### src/rtl/rf_write_arbiter_if.sv
// Register-file write port bundle shared by the MEM/WB stage, the long-latency unit and the arbiter.
// Handshake: a long-latency result transfers on a rising edge where lat_valid_i && lat_ready_o; the source holds it until then.
interface rf_write_arbiter_if;
  logic        pipe_we_i;
  logic [4:0]  pipe_addr_i;
  logic [31:0] pipe_data_i;
  logic        lat_valid_i;
  logic [4:0]  lat_addr_i;
  logic [31:0] lat_data_i;
  logic        lat_ready_o;
  logic        stall_o;
  logic        RegWrite_o;
  logic [4:0]  RegWaddr_o;
  logic [31:0] RegWdata_o;
  logic        dbg_state;
  logic [1:0]  dbg_count;
  logic [3:0]  dbg_age;

  modport master (
    output pipe_we_i, pipe_addr_i, pipe_data_i, lat_valid_i, lat_addr_i, lat_data_i,
    input  lat_ready_o, stall_o, RegWrite_o, RegWaddr_o, RegWdata_o,
    input  dbg_state, dbg_count, dbg_age
  );

  modport slave (
    input  pipe_we_i, pipe_addr_i, pipe_data_i, lat_valid_i, lat_addr_i, lat_data_i,
    output lat_ready_o, stall_o, RegWrite_o, RegWaddr_o, RegWdata_o,
    output dbg_state, dbg_count, dbg_age
  );
endinterface

### src/rtl/rf_write_arbiter.sv
// Arbitrates the single register-file write port between MEM/WB writebacks and a 2-deep
// buffer of long-latency results, forcing a one-cycle pipeline stall when a buffered result starves.
module rf_write_arbiter #(
  parameter int unsigned STARVE_LIMIT = 4
) (
  input logic               clk_i,
  input logic               start_i,
  rf_write_arbiter_if.slave bus
);

  typedef enum logic {NORMAL = 1'b0, STALL = 1'b1} state_t;

  state_t      state_q, state_next;
  logic [1:0]  count_q, count_next;
  logic [3:0]  age_q, age_next;
  logic        rd_ptr_q, wr_ptr_q;
  logic [4:0]  mem_addr_q [2];
  logic [31:0] mem_data_q [2];

  logic        we_q;
  logic [4:0]  waddr_q;
  logic [31:0] wdata_q;

  logic        lat_ready, push, pop, grant_pipe;
  logic [4:0]  sel_addr;
  logic [31:0] sel_data;

  always_comb begin
    lat_ready  = start_i && (count_q != 2'd2);
    push       = bus.lat_valid_i && lat_ready;
    pop        = 1'b0;
    grant_pipe = 1'b0;
    // The pipeline is never written while stalled: it re-presents the same request next cycle.
    if (state_q == STALL && count_q != 2'd0) begin
      pop = 1'b1;
    end else if (state_q == NORMAL && bus.pipe_we_i) begin
      grant_pipe = 1'b1;
    end else if (count_q != 2'd0) begin
      pop = 1'b1;
    end

    sel_addr = pop ? mem_addr_q[rd_ptr_q] : bus.pipe_addr_i;
    sel_data = pop ? mem_data_q[rd_ptr_q] : bus.pipe_data_i;

    count_next = count_q + {1'b0, push} - {1'b0, pop};

    if (count_q == 2'd0 || pop) begin
      age_next = 4'd0;
    end else if (age_q < 4'(STARVE_LIMIT)) begin
      age_next = age_q + 4'd1;
    end else begin
      age_next = age_q;
    end

    state_next = NORMAL;
    if (state_q == NORMAL && count_q != 2'd0 && !pop && age_q == 4'(STARVE_LIMIT - 1)) begin
      state_next = STALL;
    end
  end

  always_ff @(posedge clk_i) begin
    if (!start_i) begin
      state_q  <= NORMAL;
      count_q  <= 2'd0;
      age_q    <= 4'd0;
      rd_ptr_q <= 1'b0;
      wr_ptr_q <= 1'b0;
      we_q     <= 1'b0;
      waddr_q  <= 5'd0;
      wdata_q  <= 32'd0;
    end else begin
      state_q <= state_next;
      count_q <= count_next;
      age_q   <= age_next;
      if (push) wr_ptr_q <= ~wr_ptr_q;
      if (pop)  rd_ptr_q <= ~rd_ptr_q;
      // A granted write to r0 still consumes its slot but never reaches the register file.
      if ((pop || grant_pipe) && sel_addr != 5'd0) begin
        we_q    <= 1'b1;
        waddr_q <= sel_addr;
        wdata_q <= sel_data;
      end else begin
        we_q    <= 1'b0;
        waddr_q <= 5'd0;
        wdata_q <= 32'd0;
      end
    end
  end

  // Buffer storage needs no reset; the pointers and count define what is valid.
  always_ff @(posedge clk_i) begin
    if (push) begin
      mem_addr_q[wr_ptr_q] <= bus.lat_addr_i;
      mem_data_q[wr_ptr_q] <= bus.lat_data_i;
    end
  end

  assign bus.lat_ready_o = lat_ready;
  assign bus.stall_o     = (state_q == STALL);
  assign bus.RegWrite_o  = we_q;
  assign bus.RegWaddr_o  = waddr_q;
  assign bus.RegWdata_o  = wdata_q;
  assign bus.dbg_state   = state_q;
  assign bus.dbg_count   = count_q;
  assign bus.dbg_age     = age_q;

endmodule

### src/flat_wrapper.sv
// flat-port wrapper written by rule: the top's interface ports become plain ports
module rf_write_arbiter_flat 
#(
  parameter int unsigned STARVE_LIMIT = 4
)
  (clk_i, start_i, bus_pipe_we_i, bus_pipe_addr_i, bus_pipe_data_i, bus_lat_valid_i, bus_lat_addr_i, bus_lat_data_i, bus_lat_ready_o, bus_stall_o, bus_RegWrite_o, bus_RegWaddr_o, bus_RegWdata_o, bus_dbg_state, bus_dbg_count, bus_dbg_age);
  rf_write_arbiter_if bus_i ();
  input logic clk_i;
  input logic start_i;
  input wire logic [$bits(bus_i.pipe_we_i)-1:0] bus_pipe_we_i;
  input wire logic [$bits(bus_i.pipe_addr_i)-1:0] bus_pipe_addr_i;
  input wire logic [$bits(bus_i.pipe_data_i)-1:0] bus_pipe_data_i;
  input wire logic [$bits(bus_i.lat_valid_i)-1:0] bus_lat_valid_i;
  input wire logic [$bits(bus_i.lat_addr_i)-1:0] bus_lat_addr_i;
  input wire logic [$bits(bus_i.lat_data_i)-1:0] bus_lat_data_i;
  output wire logic [$bits(bus_i.lat_ready_o)-1:0] bus_lat_ready_o;
  output wire logic [$bits(bus_i.stall_o)-1:0] bus_stall_o;
  output wire logic [$bits(bus_i.RegWrite_o)-1:0] bus_RegWrite_o;
  output wire logic [$bits(bus_i.RegWaddr_o)-1:0] bus_RegWaddr_o;
  output wire logic [$bits(bus_i.RegWdata_o)-1:0] bus_RegWdata_o;
  output wire logic [$bits(bus_i.dbg_state)-1:0] bus_dbg_state;
  output wire logic [$bits(bus_i.dbg_count)-1:0] bus_dbg_count;
  output wire logic [$bits(bus_i.dbg_age)-1:0] bus_dbg_age;
  assign bus_i.pipe_we_i = bus_pipe_we_i;
  assign bus_i.pipe_addr_i = bus_pipe_addr_i;
  assign bus_i.pipe_data_i = bus_pipe_data_i;
  assign bus_i.lat_valid_i = bus_lat_valid_i;
  assign bus_i.lat_addr_i = bus_lat_addr_i;
  assign bus_i.lat_data_i = bus_lat_data_i;
  assign bus_lat_ready_o = bus_i.lat_ready_o;
  assign bus_stall_o = bus_i.stall_o;
  assign bus_RegWrite_o = bus_i.RegWrite_o;
  assign bus_RegWaddr_o = bus_i.RegWaddr_o;
  assign bus_RegWdata_o = bus_i.RegWdata_o;
  assign bus_dbg_state = bus_i.dbg_state;
  assign bus_dbg_count = bus_i.dbg_count;
  assign bus_dbg_age = bus_i.dbg_age;
  rf_write_arbiter #(.STARVE_LIMIT(STARVE_LIMIT)) u_core (.clk_i(clk_i), .start_i(start_i), .bus(bus_i));
endmodule
### config.mk
export PLATFORM = sky130hd
export DESIGN_NAME = rf_write_arbiter_flat
export DESIGN_NICKNAME = d
export VERILOG_FILES = /design/src/rtl/rf_write_arbiter_if.sv /design/src/rtl/rf_write_arbiter.sv /design/src/flat_wrapper.sv
export SDC_FILE = /design/constraint.sdc
export NUM_CORES = 1
export LEC_CHECK = 0
export ABC_AREA = 1
export BUFFER_PORTS_ARGS = -buffer_cell sky130_fd_sc_hd__buf_4
export CORE_ASPECT_RATIO = 1.5
export CORE_UTILIZATION = 40
export CTS_CLUSTER_DIAMETER = 40
export DETAILED_ROUTE_END_ITERATION = 6
export GPL_TIMING_DRIVEN = 0
export PLACE_DENSITY = 0.69
export RECOVER_POWER = 25
export SLEW_MARGIN = 5
export SYNTH_ARGS = -nofsm -noshare
export SYNTH_HDL_FRONTEND = slang
export SYNTH_SLANG_ARGS = --single-unit
export TNS_END_PERCENT = 100
### constraint.sdc
create_clock -name clk_i -period 2.8 [get_ports clk_i]
set_clock_uncertainty 0.15 [all_clocks]
set_input_delay 0.42 -clock clk_i [delete_from_list [all_inputs] [get_ports clk_i]]
set_output_delay 0.42 -clock clk_i [all_outputs]
set_load 0.1 [all_outputs]
## Word-level counts from Yosys, hierarchy flattened

Memories as Yosys holds them, arrays and structs flattened. A register that Yosys moved wholly into a read port is not among the register bits.
Index checks and enable logic that the tools add are counted.
W data, S select, Z words.

| operators by class | value |
|---|---|
| bitwise gates (word level) | 4 |
| reduce and logical (&&, ||, !) cells | 16 |
| magnitude comparators | 1 |
| multiplexer cells | 15 |
| equal/unequal tests | 2 |
| add/sub/neg operators | 3 |

Operators with widths:

| operator | count |
|---|---|
| $mux W32 | 1 |
| $mux W1 | 13 |
| $logic_and A1 B1 Y1 | 8 |
| $mux W5 | 1 |
| $reduce_bool A5 Y1 | 1 |
| $add A4 B1 Y4 const B | 1 |
| $eq A4 B2 Y1 const B | 1 |
| $lt A4 B3 Y1 const B | 1 |
| $not A1 Y1 | 4 |
| $add A2 B1 Y2 | 1 |
| $logic_not A2 Y1 | 1 |
| $logic_or A1 B1 Y1 | 2 |
| $ne A2 B2 Y1 const B | 1 |
| $reduce_and A2 Y1 | 1 |
| $reduce_bool A2 Y1 | 1 |
| $reduce_or A2 Y1 | 1 |
| $sub A2 B1 Y2 | 1 |
| $logic_not A1 Y1 | 1 |

| word-level totals | value |
|---|---|
| register bits after elaboration | 47 |
| output and inout bits | 47 |
| input bits | 78 |
| memories | 2 |
| RAM bits | 74 |

Memory list:

| memory | words | width | read ports | clocked after Yosys merged registers in | wr ports | RTL line | source |
|---|---|---|---|---|---|---|---|
| u_core.mem_data_q | 2 | 32 | 1 | 1 | 1 | rf_write_arbiter.sv:18 | `logic [31:0] mem_data_q [2];` |
| u_core.mem_addr_q | 2 | 5 | 1 | 1 | 1 | rf_write_arbiter.sv:17 | `logic [4:0] mem_addr_q [2];` |

## Depth between registers and ports, before layout

Gate-level depths: netlist of the first run.

| depth | value |
|---|---|
| word-level depth | 8 |
| depth in mapped cells | 9 |
| depth with buffers taken out | 9 |

## Least setup slack after synthesis of the first run

Ideal clock, no wire load.

| timing path | value |
|---|---|
| path type | flip-flop to flip-flop |
| start point | reg u_core.count_q[0], in the netlist u_core.bus.dbg_count[0] |
| end point | mem u_core.mem_addr_q[0][0], enable pin |
| path buffers | 0 |
| required time | 2219 ps |
| arrival | 4717 ps |
| slack | -2498 ps |
| cell stages (with the launch flop) | 5 |
| cells stage by stage | dfxtp_1 -> inv_1 -> a21oi_1 -> nand2_1 -> nor2_1 |

| between the ends | value |
|---|---|
| word-level cells in the longest chain between the ends | 5 |

RTL lines:

| item | RTL line | source |
|---|---|---|
| start, declared | rf_write_arbiter.sv:14 | `logic [1:0] count_q, count_next;` |
| start signal, assigned | rf_write_arbiter.sv:73 | `count_q <= count_next;` |
| $ne A2 B2 Y1 | rf_write_arbiter.sv:29 | `lat_ready = start_i && (count_q != 2'd2);` |
| $logic_and A1 B1 Y1 | rf_write_arbiter.sv:29 |  |
| named net bus_lat_ready_o | flat_wrapper.sv:16 | `output wire logic [$bits(bus_i.lat_ready_o)-1:0] bus_lat_ready_o;` |
| $logic_and A1 B1 Y1 | rf_write_arbiter.sv:30 | `push = bus.lat_valid_i && lat_ready;` |
| $mux W1 | rf_write_arbiter.sv:92 | `if (push) begin` |
| $mux W1 (implied by the code) | rf_write_arbiter.sv:93 | `mem_addr_q[wr_ptr_q] <= bus.lat_addr_i;` |
| end, declared | rf_write_arbiter.sv:17 |  |

The timed path passes the listed nets, and every way through them passes these cells.

## Worst setup path in the final report of the first run

| timing path | value |
|---|---|
| start point | reg u_core.count_q[0], in the netlist u_core.bus.dbg_count[0] |
| end point | mem u_core.mem_data_q[0][20], enable pin |

| between the ends | value |
|---|---|
| word-level cells in the longest chain between the ends | 5 |

RTL lines:

| item | RTL line | source |
|---|---|---|
| $ne A2 B2 Y1 | rf_write_arbiter.sv:29 |  |
| $logic_and A1 B1 Y1 | rf_write_arbiter.sv:29 |  |
| $logic_and A1 B1 Y1 | rf_write_arbiter.sv:30 |  |
| $mux W1 | rf_write_arbiter.sv:92 |  |
| $mux W1 (implied by the code) | rf_write_arbiter.sv:94 | `mem_data_q[wr_ptr_q] <= bus.lat_data_i;` |
| end, declared | rf_write_arbiter.sv:18 |  |

No other way between the ends.

==> impl_metrics.json, run 1 <==
{
  "tritoncts": "done",
  "setup.worst_path.end": "u_core.mem_data_q[0][20]$_DFFE_PP_",
  "cts-root-to-sink-buffers": 2,
  "io_buffers": 124,
  "reg2reg_slack_ns": 0.63,
  "grt.overflow.total": 0,
  "sequential_fraction_of_the_synthesis_area_pct": 68.5,
  "detail_route.first_pass.iterations": 4,
  "power.ir.vdd_worst_uv": 569,
  "start_util_pct": 41.6,
  "instances_no_fill": 728,
  "regToRegStartpoint": "u_core.bus.dbg_count[0]$_SDFF_PN0_",
  "flip_flop_and_latch_count_after_synthesis": 122,
  "net_count_after_synthesis": 506,
  "via_count": 3310,
  "cp.arrival_ns": 2.03,
  "cts_setup_buffers": 0,
  "finalInstanceArea_um2": 6360,
  "design.die.area_um2": 12100,
  "io_pins": 125,
  "detail_route.wirelength_um": 9810,
  "timing.final.setup_violations": 0,
  "post_synth.cell_area_avg_um2": 10.9,
  "post_synth_inst_count": 425,
  "post-route-drc-count": 0,
  "mappedNetlistArea_um2": 4650,
  "grt_setup_unrepaired": "no",
  "layout_worst_path_cycle_share_pct": 77.5,
  "crit_start": "u_core.bus.dbg_count[0]$_SDFF_PN0_",
  "fraction_of_final_layout_cells_sized_beyond_drive_strength_1_pct": 30.3,
  "grt_antenna_before_repair": 0,
  "worst_slew_pin_slew_ns": 1.13,
  "x_dimension_of_the_die_um": 90.0,
  "syn2layout_area_growth_pct": 36.8,
  "route.antenna.remaining_nets": 0,
  "power_density_nw_per_um2": 979,
  "timing.final.max_slew_violations": 0,
  "h-tree-depth": 4,
  "timing.final.crit_period_ns": 2.17,
  "post-place-cells": 696,
  "cp-end-kind": "flop",
  "clk-insertion-delay-late_ns": 0.40,
  "hp-class": "input pin to flop",
  "dp_hpwl_um": 6920,
  "worst-setup-path-type": "flop to flop",
  "post_synth_num_cell_types": 27,
  "tritoncts_num_sinks": 122,
  "initialDrtViolationCount": 94,
  "cp.required_ns": 2.66,
  "grt_first_pass_wirelength_um": 15500,
  "timing.final.hold_violations": 0,
  "critical_path.max_fanout": 37,
  "hold_buffers": 0,
  "rows": 47,
  "max-slew-margin-rel_pct": 24.3,
  "cellLeakagePower_nw": 2.95,
  "grt_start_max_net_pins": 38,
  "n_fill_cell": 994,
  "final_core_util_pct": 56.9,
  "rr_endpoint": "u_core.mem_data_q[0][20]$_DFFE_PP_",
  "cts.clk_slew.worst_paths_ns": 0.05,
  "vias_per_cell": 4.55,
  "core_um2": 11200,
  "place_area_um2": 5790,
  "cts_inserted_buffers": 17,
  "number_of_global_route_vias_before_repair": 3294,
  "finish.net_count": 649,
  "reg2regPathDepth": 4,
  "drt-wirelength-per-cell_um": 13.5,
  "ys.warnings.count": 0,
  "cts_repair_resize_count": 0,
  "critPathLaunchType": "flop",
  "diodes_inserted": 0,
  "place.gp.congestion": 0.789,
  "run_status": "completed",
  "max_cap_check_violation_count": 0,
  "chipHeight_um": 134,
  "grt.total_usage_pct": 17.0,
  "clock_root_buffer": "clkbuf_16",
  "achievable-frequency_mhz": 461,
  "fin_setup_tns_ns": 0
}
through the flow:
step	setup WS (ns)	hold slack (ns)	power, W
4_1_cts	0.569	0.0315	0.00629
3_3_place_gp	0.448	0.285	0.00412
2_1_floorplan	0.0791	0.275	0.00368
6_report	0.631	0.0577	0.00623
5_1_grt	0.452	0.0496	0.00649
3_5_place_dp	0.427	0.292	0.00415
where the power goes:
| part | switching [W] | total, W | internal, W |
|---|---|---|---|
| Combinational | 0.00142 | 0.00192 | 0.000492 |
| Clock | 0.000725 | 0.00214 | 0.00142 |
| Sequential | 0.0000622 | 0.00217 | 0.00211 |
| Total | 0.00221 | 0.00623 | 0.00401 |
Yosys cell counts, drive strengths merged:
cell	instances	share of area (%)
a211o	1	0.19
a21o	32	5.2
a21oi	38	4.1
buf	12	1.8
clkbuf	6	0.48
dfxtp	48	21
edfxtp	74	48
ha	3	0.81
inv	56	4.5
mux2	1	0.24
nand2	96	8.0
nand3	1	0.22
nor2	46	4.3
nor3	1	0.11
o21ai	7	0.83
o21bai	1	0.40
xnor2	1	0.19
xor2	1	0.19
worst max-delay path: stages (launching register included):
cell and delay, ns:
dfxtp_4 0.35, inv_1 0.09, a21oi_4 0.16, nand2_2 0.12, nor2_4 0.88
cells by family (layout without fill, tap and decap cells):
| family | Yosys count | after routing | share of synthesized area [%] |
|---|---|---|---|
| AOI/OAI and AO/OA | 79 | 79 | 10.7 |
| buffers and inverters | 74 | 230 | 6.81 |
| xor gates and xnor gates | 2 | 2 | 0.377 |
| DFF | 122 | 122 | 68.5 |
| and+or+nand+nor | 144 | 144 | 12.6 |
| adders and majority gates | 3 | 3 | 0.808 |
| muxes | 1 | 1 | 0.242 |
layout by cell type, fill, tap and decap left out, drive strengths merged:
master and count:
a211o 1, a21o 32, a21oi 38, buf 104, bufinv 1, clkbuf 64
clkinv 3, clkinvlp 2, dfxtp 48, edfxtp 74, ha 3, inv 56
mux2 1, nand2 96, nand3 1, nor2 46, nor3 1, o21ai 7
o21bai 1, xnor2 1, xor2 1
worst min path at each step:
stage / from / endpoint / slack [ns] / cells after the start
finish: bus_lat_addr_i[1] / u_core.mem_addr_q[0][1]$_DFFE_PP_ / 0.06 / 1
floorplan: u_core.rd_ptr_q$_SDFFE_PN0N_ / flop / 0.28 / 1
global placement: u_core.rd_ptr_q$_SDFFE_PN0N_ / flop / 0.29 / 1
CTS: bus_lat_data_i[22] / u_core.mem_data_q[0][22]$_DFFE_PP_ / 0.03 / 1
global route: bus_lat_addr_i[3] / u_core.mem_addr_q[0][3]$_DFFE_PP_ / 0.05 / 1
detailed placement: u_core.rd_ptr_q$_SDFFE_PN0N_ / flop / 0.29 / 1
sequential cells by signal, indices dropped and copies added (netlist names), 2 cells and up, named ones only:
| signal | cells |
|---|---|
| u_core.bus.RegWaddr_o | 5 |
| u_core.bus.dbg_count | 2 |
| u_core.mem_data_q | 64 |
| u_core.mem_addr_q | 10 |
| u_core.bus.dbg_age | 4 |
| u_core.bus.RegWdata_o | 32 |
metal layers:
layer / vias to the layer above / track usage (%) / routed length, um
met5: - / 0 / 0
met4: 0 / 8.69 / 210
met3: 18 / 5.05 / 529
met2: 97 / 31.8 / 5380
met1: 1523 / 17.0 / 3690
li1: 1672 / - / -
cell type report:
| type | count | area, um2 | share of cell area, % |
|---|---|---|---|
| multi-input combinational | 229 | 1170 | 18.5 |
| buffer | 18 | 106 | 1.67 |
| timing repair buffer | 124 | 893 | 14.1 |
| inverter | 56 | 210 | 3.31 |
| sequential | 122 | 3190 | 50.1 |
| tap | 147 | 184 | 2.89 |
| clock inverter | 6 | 58.8 | 0.925 |
| clock buffer | 26 | 542 | 8.52 |
No activity file was read; power rests on OpenSTA's default activity.
==> run 2: changes to the inputs <==
--- a/config.mk
+++ b/config.mk
@@ -12,7 +12,7 @@
 export CTS_CLUSTER_DIAMETER = 40
 export DETAILED_ROUTE_END_ITERATION = 6
 export GPL_TIMING_DRIVEN = 0
-export PLACE_DENSITY = 0.69
+export PLACE_DENSITY = 0.67
 export RECOVER_POWER = 25
 export SLEW_MARGIN = 5
 export SYNTH_ARGS = -nofsm -noshare
==> constraint.sdc (replaced) <==
create_clock -name clk_i -period 2 [get_ports clk_i]
set_clock_uncertainty 0.15 [all_clocks]
set_input_delay 0.3 -clock clk_i [delete_from_list [all_inputs] [get_ports clk_i]]
set_output_delay 0.3 -clock clk_i [all_outputs]
set_load 0.1 [all_outputs]
==> impl_metrics.json, run 2 (same netlist as run 1, synthesis figures left out) <==
{
  "slowest_cell_on_the_critical_path": "nor2_4",
  "route.antenna.remaining_nets": 0,
  "tritoncts": "done",
  "fin_setup_tns_ns": -4.07,
  "worst_slack_ns": -0.0672,
  "clk-insertion-delay-late_ns": 0.41,
  "timing.final.crit_period_ns": 2.07,
  "mostFrequentLayoutCells": "104 x buf_4, 93 x nand2_1, 74 x edfxtp_1",
  "detail_route.first_pass.iterations": 4,
  "final_core_util_pct": 60.0,
  "power.ir.vdd_worst_uv": 981,
  "hp-class": "input pin to flop",
  "grt.total_usage_pct": 17.8,
  "power_density_nw_per_um2": 1270,
  "grt.overflow.total": 0,
  "vias_per_cell": 4.51,
  "fin_worst_hold_slack_ns": 0.0353,
  "violated_checks": "negative setup slack",
  "worst_slew_pin_slew_ns": 1.11,
  "grt_start_max_net_pins": 38,
  "drt-wirelength-per-cell_um": 13.4,
  "regToRegStartpoint": "u_core.bus.dbg_count[0]$_SDFF_PN0_",
  "io_pins": 125,
  "fraction_of_final_layout_cells_sized_beyond_drive_strength_1_pct": 29.7,
  "cp-end-kind": "flop",
  "grt_antenna_before_repair": 0,
  "run_status": "finished, violations left",
  "initialDrtViolationCount": 103,
  "post-place-cells": 696,
  "detail_route.wirelength_um": 10300,
  "rows": 47,
  "critPathBufInv": 1,
  "timing.final.max_slew_violations": 0,
  "grt_first_pass_wirelength_um": 16500,
  "worst-setup-path-type": "flop to flop",
  "tritoncts_num_sinks": 122,
  "cells_traversed_along_the_worst_timing_path": "inv_4 > a21oi_4 > nand2_4 > nor2_4",
  "start_util_pct": 41.6,
  "cp.arrival_ns": 1.93,
  "finish.net_count": 688,
  "cp.required_ns": 1.87,
  "dp_hpwl_um": 6840,
  "crit_start": "u_core.bus.dbg_count[0]$_SDFF_PN0_",
  "layout_worst_path_cycle_share_pct": 103,
  "achievable-frequency_mhz": 484,
  "h-tree-depth": 4,
  "layout.cells.most_common": "buf_4",
  "worstHoldStart": "start_i",
  "cts.clk_slew.worst_paths_ns": 0.05,
  "via_count": 3461,
  "number_of_global_route_vias_before_repair": 3502,
  "finalPower_w": 0.00855,
  "instances_no_fill": 767,
  "clock_root_buffer": "clkbuf_16",
  "timing.critical_path.max_delay_family": "simple AND/OR/NAND/NOR gates",
  "syn2layout_area_growth_pct": 44.4,
  "critPathLaunchType": "flop",
  "chipHeight_um": 134,
  "critical_path.max_fanout": 37,
  "cts_inserted_buffers": 17,
  "grt_setup_unrepaired": "yes",
  "io_buffers": 124,
  "regMostFlops": "u_core.mem_data_q",
  "place.gp.congestion": 0.768,
  "cellLeakagePower_nw": 3.10,
  "design.die.area_um2": 12100,
  "diodes_inserted": 0,
  "x_dimension_of_the_die_um": 90.0,
  "max-slew-margin-rel_pct": 25.6,
  "timing.final.hold_violations": 0,
  "max_cap_check_violation_count": 0,
  "cts-root-to-sink-buffers": 2,
  "timing.final.setup_violations": 74,
  "critical-path-max-stage-delay_ns": 0.83,
  "flip_flop_count_of_the_largest_register_all_copies_and_words_added": 64,
  "core_um2": 11200,
  "post-route-drc-count": 0
}
run 2: cell count changes in the layout (fill, tap and decap cells not counted), moves of 2 or more:
cell / change
clkinv_2: +3
clkbuf_16: -2
dlygate4sd3_1: +38
clkbuf_1: -7
buf_4: +10
clkbuf_8: -4
clkbuf_4: -5
clkinvlp_4: +3
run 2: area by class of cell:
type,count,area [um2]
Clock inverter,14,109
Timing Repair Buffer,163,1300
Fill cell,928,4470
Buffer,18,106
Clock buffer,18,429
Tap cell,147,184
Sequential cell,122,3190
Inverter,56,213
Multi-Input combinational cell,229,1180
run 2: stage by stage:
stage | setup slack [ns] | cell area (um2)
CTS | -0.141 | 6720
finish | -0.0672 | 6710
detailed placement | -0.251 | 5800
floorplan | -0.553 | 4690
global route | -0.224 | 6710
global placement | -0.224 | 5800
run 2: repair_timing:
item                                    4_1_cts  5_1_grt
pin swaps                                     2        1
gates resized for setup                       0        0
hold endpoints to repair                     75        0
buffers inserted                              0        1
hold buffers                                 38        0
endpoints found under the setup margin       74      103
run 2: final timing paths:
kind,endpoint,slack [ns],cells after the start
min,u_core.wr_ptr_q$_SDFFE_PN0N_,0.04,3
max reg2reg,u_core.mem_data_q[0][19]$_DFFE_PP_,-0.07,4
min reg2reg,flop,0.30,1
max,u_core.mem_data_q[0][19]$_DFFE_PP_,-0.07,4
run 2: worst min-delay path: stages:
cell     delay [ns]
buf_4          0.13
o21ai_0        0.07
a21oi_1        0.04
run 2: report_power, final:
part	switching [W]	internal (W)	total, W
combinational	0.00203	0.000752	0.00278
clock	0.00105	0.00168	0.00273
sequential	0.0000905	0.00295	0.00304
total	0.00317	0.00538	0.00855
run 2: routing by layer:
layer / part of all wire, % / vias to the layer above / global-route usage, %
li1: - / 1747 / -
met1: 38 / 1591 / 18.4
met2: 55 / 103 / 33.5
met3: 4.4 / 20 / 4.82
met4: 2.2 / 0 / 7.80
met5: 0 / - / 0
==> run 3: changes to the inputs <==
==> constraint.sdc (replaced) <==
create_clock -name clk_i -period 2 [get_ports clk_i]
set_clock_uncertainty 0.15 [all_clocks]
set_input_delay 0.1 -clock clk_i [delete_from_list [all_inputs] [get_ports clk_i]]
set_output_delay 0.1 -clock clk_i [all_outputs]
set_load 0.1 [all_outputs]
==> impl_metrics.json, run 3 (same netlist as run 1, synthesis figures left out) <==
{
  "grt_first_pass_wirelength_um": 17400,
  "n_fill_cell": 874,
  "x_dimension_of_the_die_um": 90.0,
  "achievable-frequency_mhz": 484,
  "fin_worst_hold_slack_ns": 0.0325,
  "critical-path-max-stage-delay_ns": 0.84,
  "drt-wirelength-per-cell_um": 13.5,
  "layout.cells.most_common": "buf_4",
  "grt_setup_unrepaired": "yes",
  "design.die.area_um2": 12100,
  "grt.overflow.total": 0,
  "mostFrequentLayoutCells": "106 x buf_4, 93 x nand2_1, 75 x dlygate4sd3_1",
  "timing.critical_path.max_delay_family": "simple AND/OR/NAND/NOR gates",
  "post-route-drc-count": 0,
  "cp.required_ns": 1.87,
  "io_pins": 125,
  "timing.final.hold_violations": 0,
  "power.ir.vdd_worst_uv": 977,
  "cells_traversed_along_the_worst_timing_path": "inv_4 > a21oi_4 > nand2_4 > nor2_4",
  "combinational_power_share_pct": 33.0,
  "cellLeakagePower_nw": 3.25,
  "initialDrtViolationCount": 87,
  "core_um2": 11200,
  "detail_route.wirelength_um": 10800,
  "detail_route.first_pass.iterations": 4,
  "critPathBufInv": 1,
  "total_switching_power_w": 0.00319,
  "cts_inserted_buffers": 17,
  "start_util_pct": 41.6,
  "route.antenna.remaining_nets": 0,
  "layout_worst_path_cycle_share_pct": 103,
  "timing.final.crit_period_ns": 2.07,
  "run_status": "finished, violations left",
  "chipHeight_um": 134,
  "grt_antenna_before_repair": 0,
  "cts.clk_slew.worst_paths_ns": 0.05,
  "max_cap_check_violation_count": 0,
  "dp_hpwl_um": 6840,
  "vias_per_cell": 4.52,
  "place.gp.congestion": 0.768,
  "hp-class": "input pin to flop",
  "critical_path.max_fanout": 37,
  "cp-end-kind": "flop",
  "cellInternalPower_w": 0.00543,
  "number_of_global_route_vias_before_repair": 3724,
  "worst-setup-path-type": "flop to flop",
  "max-slew-margin-rel_pct": 25.6,
  "via_count": 3632,
  "tritoncts": "done",
  "finish.net_count": 725,
  "grt.total_usage_pct": 18.7,
  "tritoncts_num_sinks": 122,
  "share_clk_of_total_power_pct": 31.7,
  "critPathLaunchType": "flop",
  "diodes_inserted": 0,
  "fraction_of_final_layout_cells_sized_beyond_drive_strength_1_pct": 27.7,
  "cts_repair_resize_count": 0,
  "rows": 47,
  "worst_slew_pin_slew_ns": 1.11,
  "seq_power_share_pct": 35.3,
  "cts-root-to-sink-buffers": 2,
  "timing.final.max_slew_violations": 0,
  "power_density_nw_per_um2": 1220,
  "fin_setup_tns_ns": -3.72,
  "flip_flop_count_of_the_largest_register_all_copies_and_words_added": 64,
  "regMostFlops": "u_core.mem_data_q",
  "worst_slack_ns": -0.0656,
  "final_core_util_pct": 63.3,
  "grt_start_max_net_pins": 38,
  "cp.arrival_ns": 1.93,
  "syn2layout_area_growth_pct": 52.2,
  "switching_share_pct": 37.0,
  "clock_root_buffer": "clkbuf_16",
  "clk-insertion-delay-late_ns": 0.41,
  "h-tree-depth": 4,
  "io_buffers": 124,
  "violated_checks": "negative setup slack",
  "slowest_cell_on_the_critical_path": "nor2_4",
  "timing.final.setup_violations": 74
}
run 3: cell count changes in the layout (fill, tap and decap cells not counted):
cell and delta:
buf_4 +2, clkbuf_1 +2, clkbuf_4 -4, dlygate4sd3_1 +37
run 3: worst min-delay path: stages:
cell,delay (ns)
buf_4,0.12
inv_1,0.14
a211o_1,0.14
inv_1,0.04
run 3: path summary, 6_finish.rpt:
check,to,startpoint,cells after the start,slack (ns)
worst min register to register,flop,u_core.rd_ptr_q$_SDFFE_PN0N_,1,0.31
worst max register to register,u_core.mem_data_q[0][19]$_DFFE_PP_,u_core.bus.dbg_count[0]$_SDFF_PN0_,4,-0.07
worst max-delay path,u_core.mem_data_q[0][19]$_DFFE_PP_,u_core.bus.dbg_count[0]$_SDFF_PN0_,4,-0.07
worst min-delay path,u_core.bus.RegWaddr_o[4]$_SDFF_PN0_,start_i,4,0.03
run 3: stage by stage:
| stage | cell area [um2] | cells | setup slack [ns] | total power (W) |
|---|---|---|---|---|
| after global placement | 5800 | 696 | -0.141 | 0.00578 |
| after detailed placement | 5800 | 696 | -0.166 | 0.00583 |
| after CTS | 7090 | 803 | -0.141 | 0.00869 |
| after global routing | 7070 | 804 | -0.224 | 0.00900 |
| after floorplan | 4690 | 425 | -0.553 | 0.00516 |
| final | 7070 | 804 | -0.0656 | 0.00862 |
run 3: power groups by stage:
stage	Combinational (W)	Sequential, W	Clock, W
after global routing	0.00305	0.00306	0.00288
final	0.00285	0.00304	0.00273
after detailed placement	0.00274	0.00309	0
after floorplan	0.000969	0.00419	0
after CTS	0.00288	0.00304	0.00278
after global placement	0.00270	0.00308	0
run 3: cell type report:
class | instances | area (um2) | area share [%]
inverter | 56 | 213 | 3.01
sequential | 122 | 3190 | 45.1
clock inverter | 14 | 109 | 1.54
clock buffer | 18 | 429 | 6.07
tap | 147 | 184 | 2.60
buffer | 18 | 106 | 1.50
timing repair buffer | 200 | 1660 | 23.5
multi-input combinational | 229 | 1180 | 16.7
run 3: repair_timing:
item,4_1_cts,5_1_grt
hold endpoints to repair,115,0
setup endpoints to repair,74,103
buffers inserted,0,1
pin swaps,2,1
hold buffers,75,0
run 3: metal layers:
metal  global-route usage, %  wire (um)
met5                       0          0
met3                    4.71        460
met4                    7.71        184
met1                    19.6       4220
met2                    35.3       5970
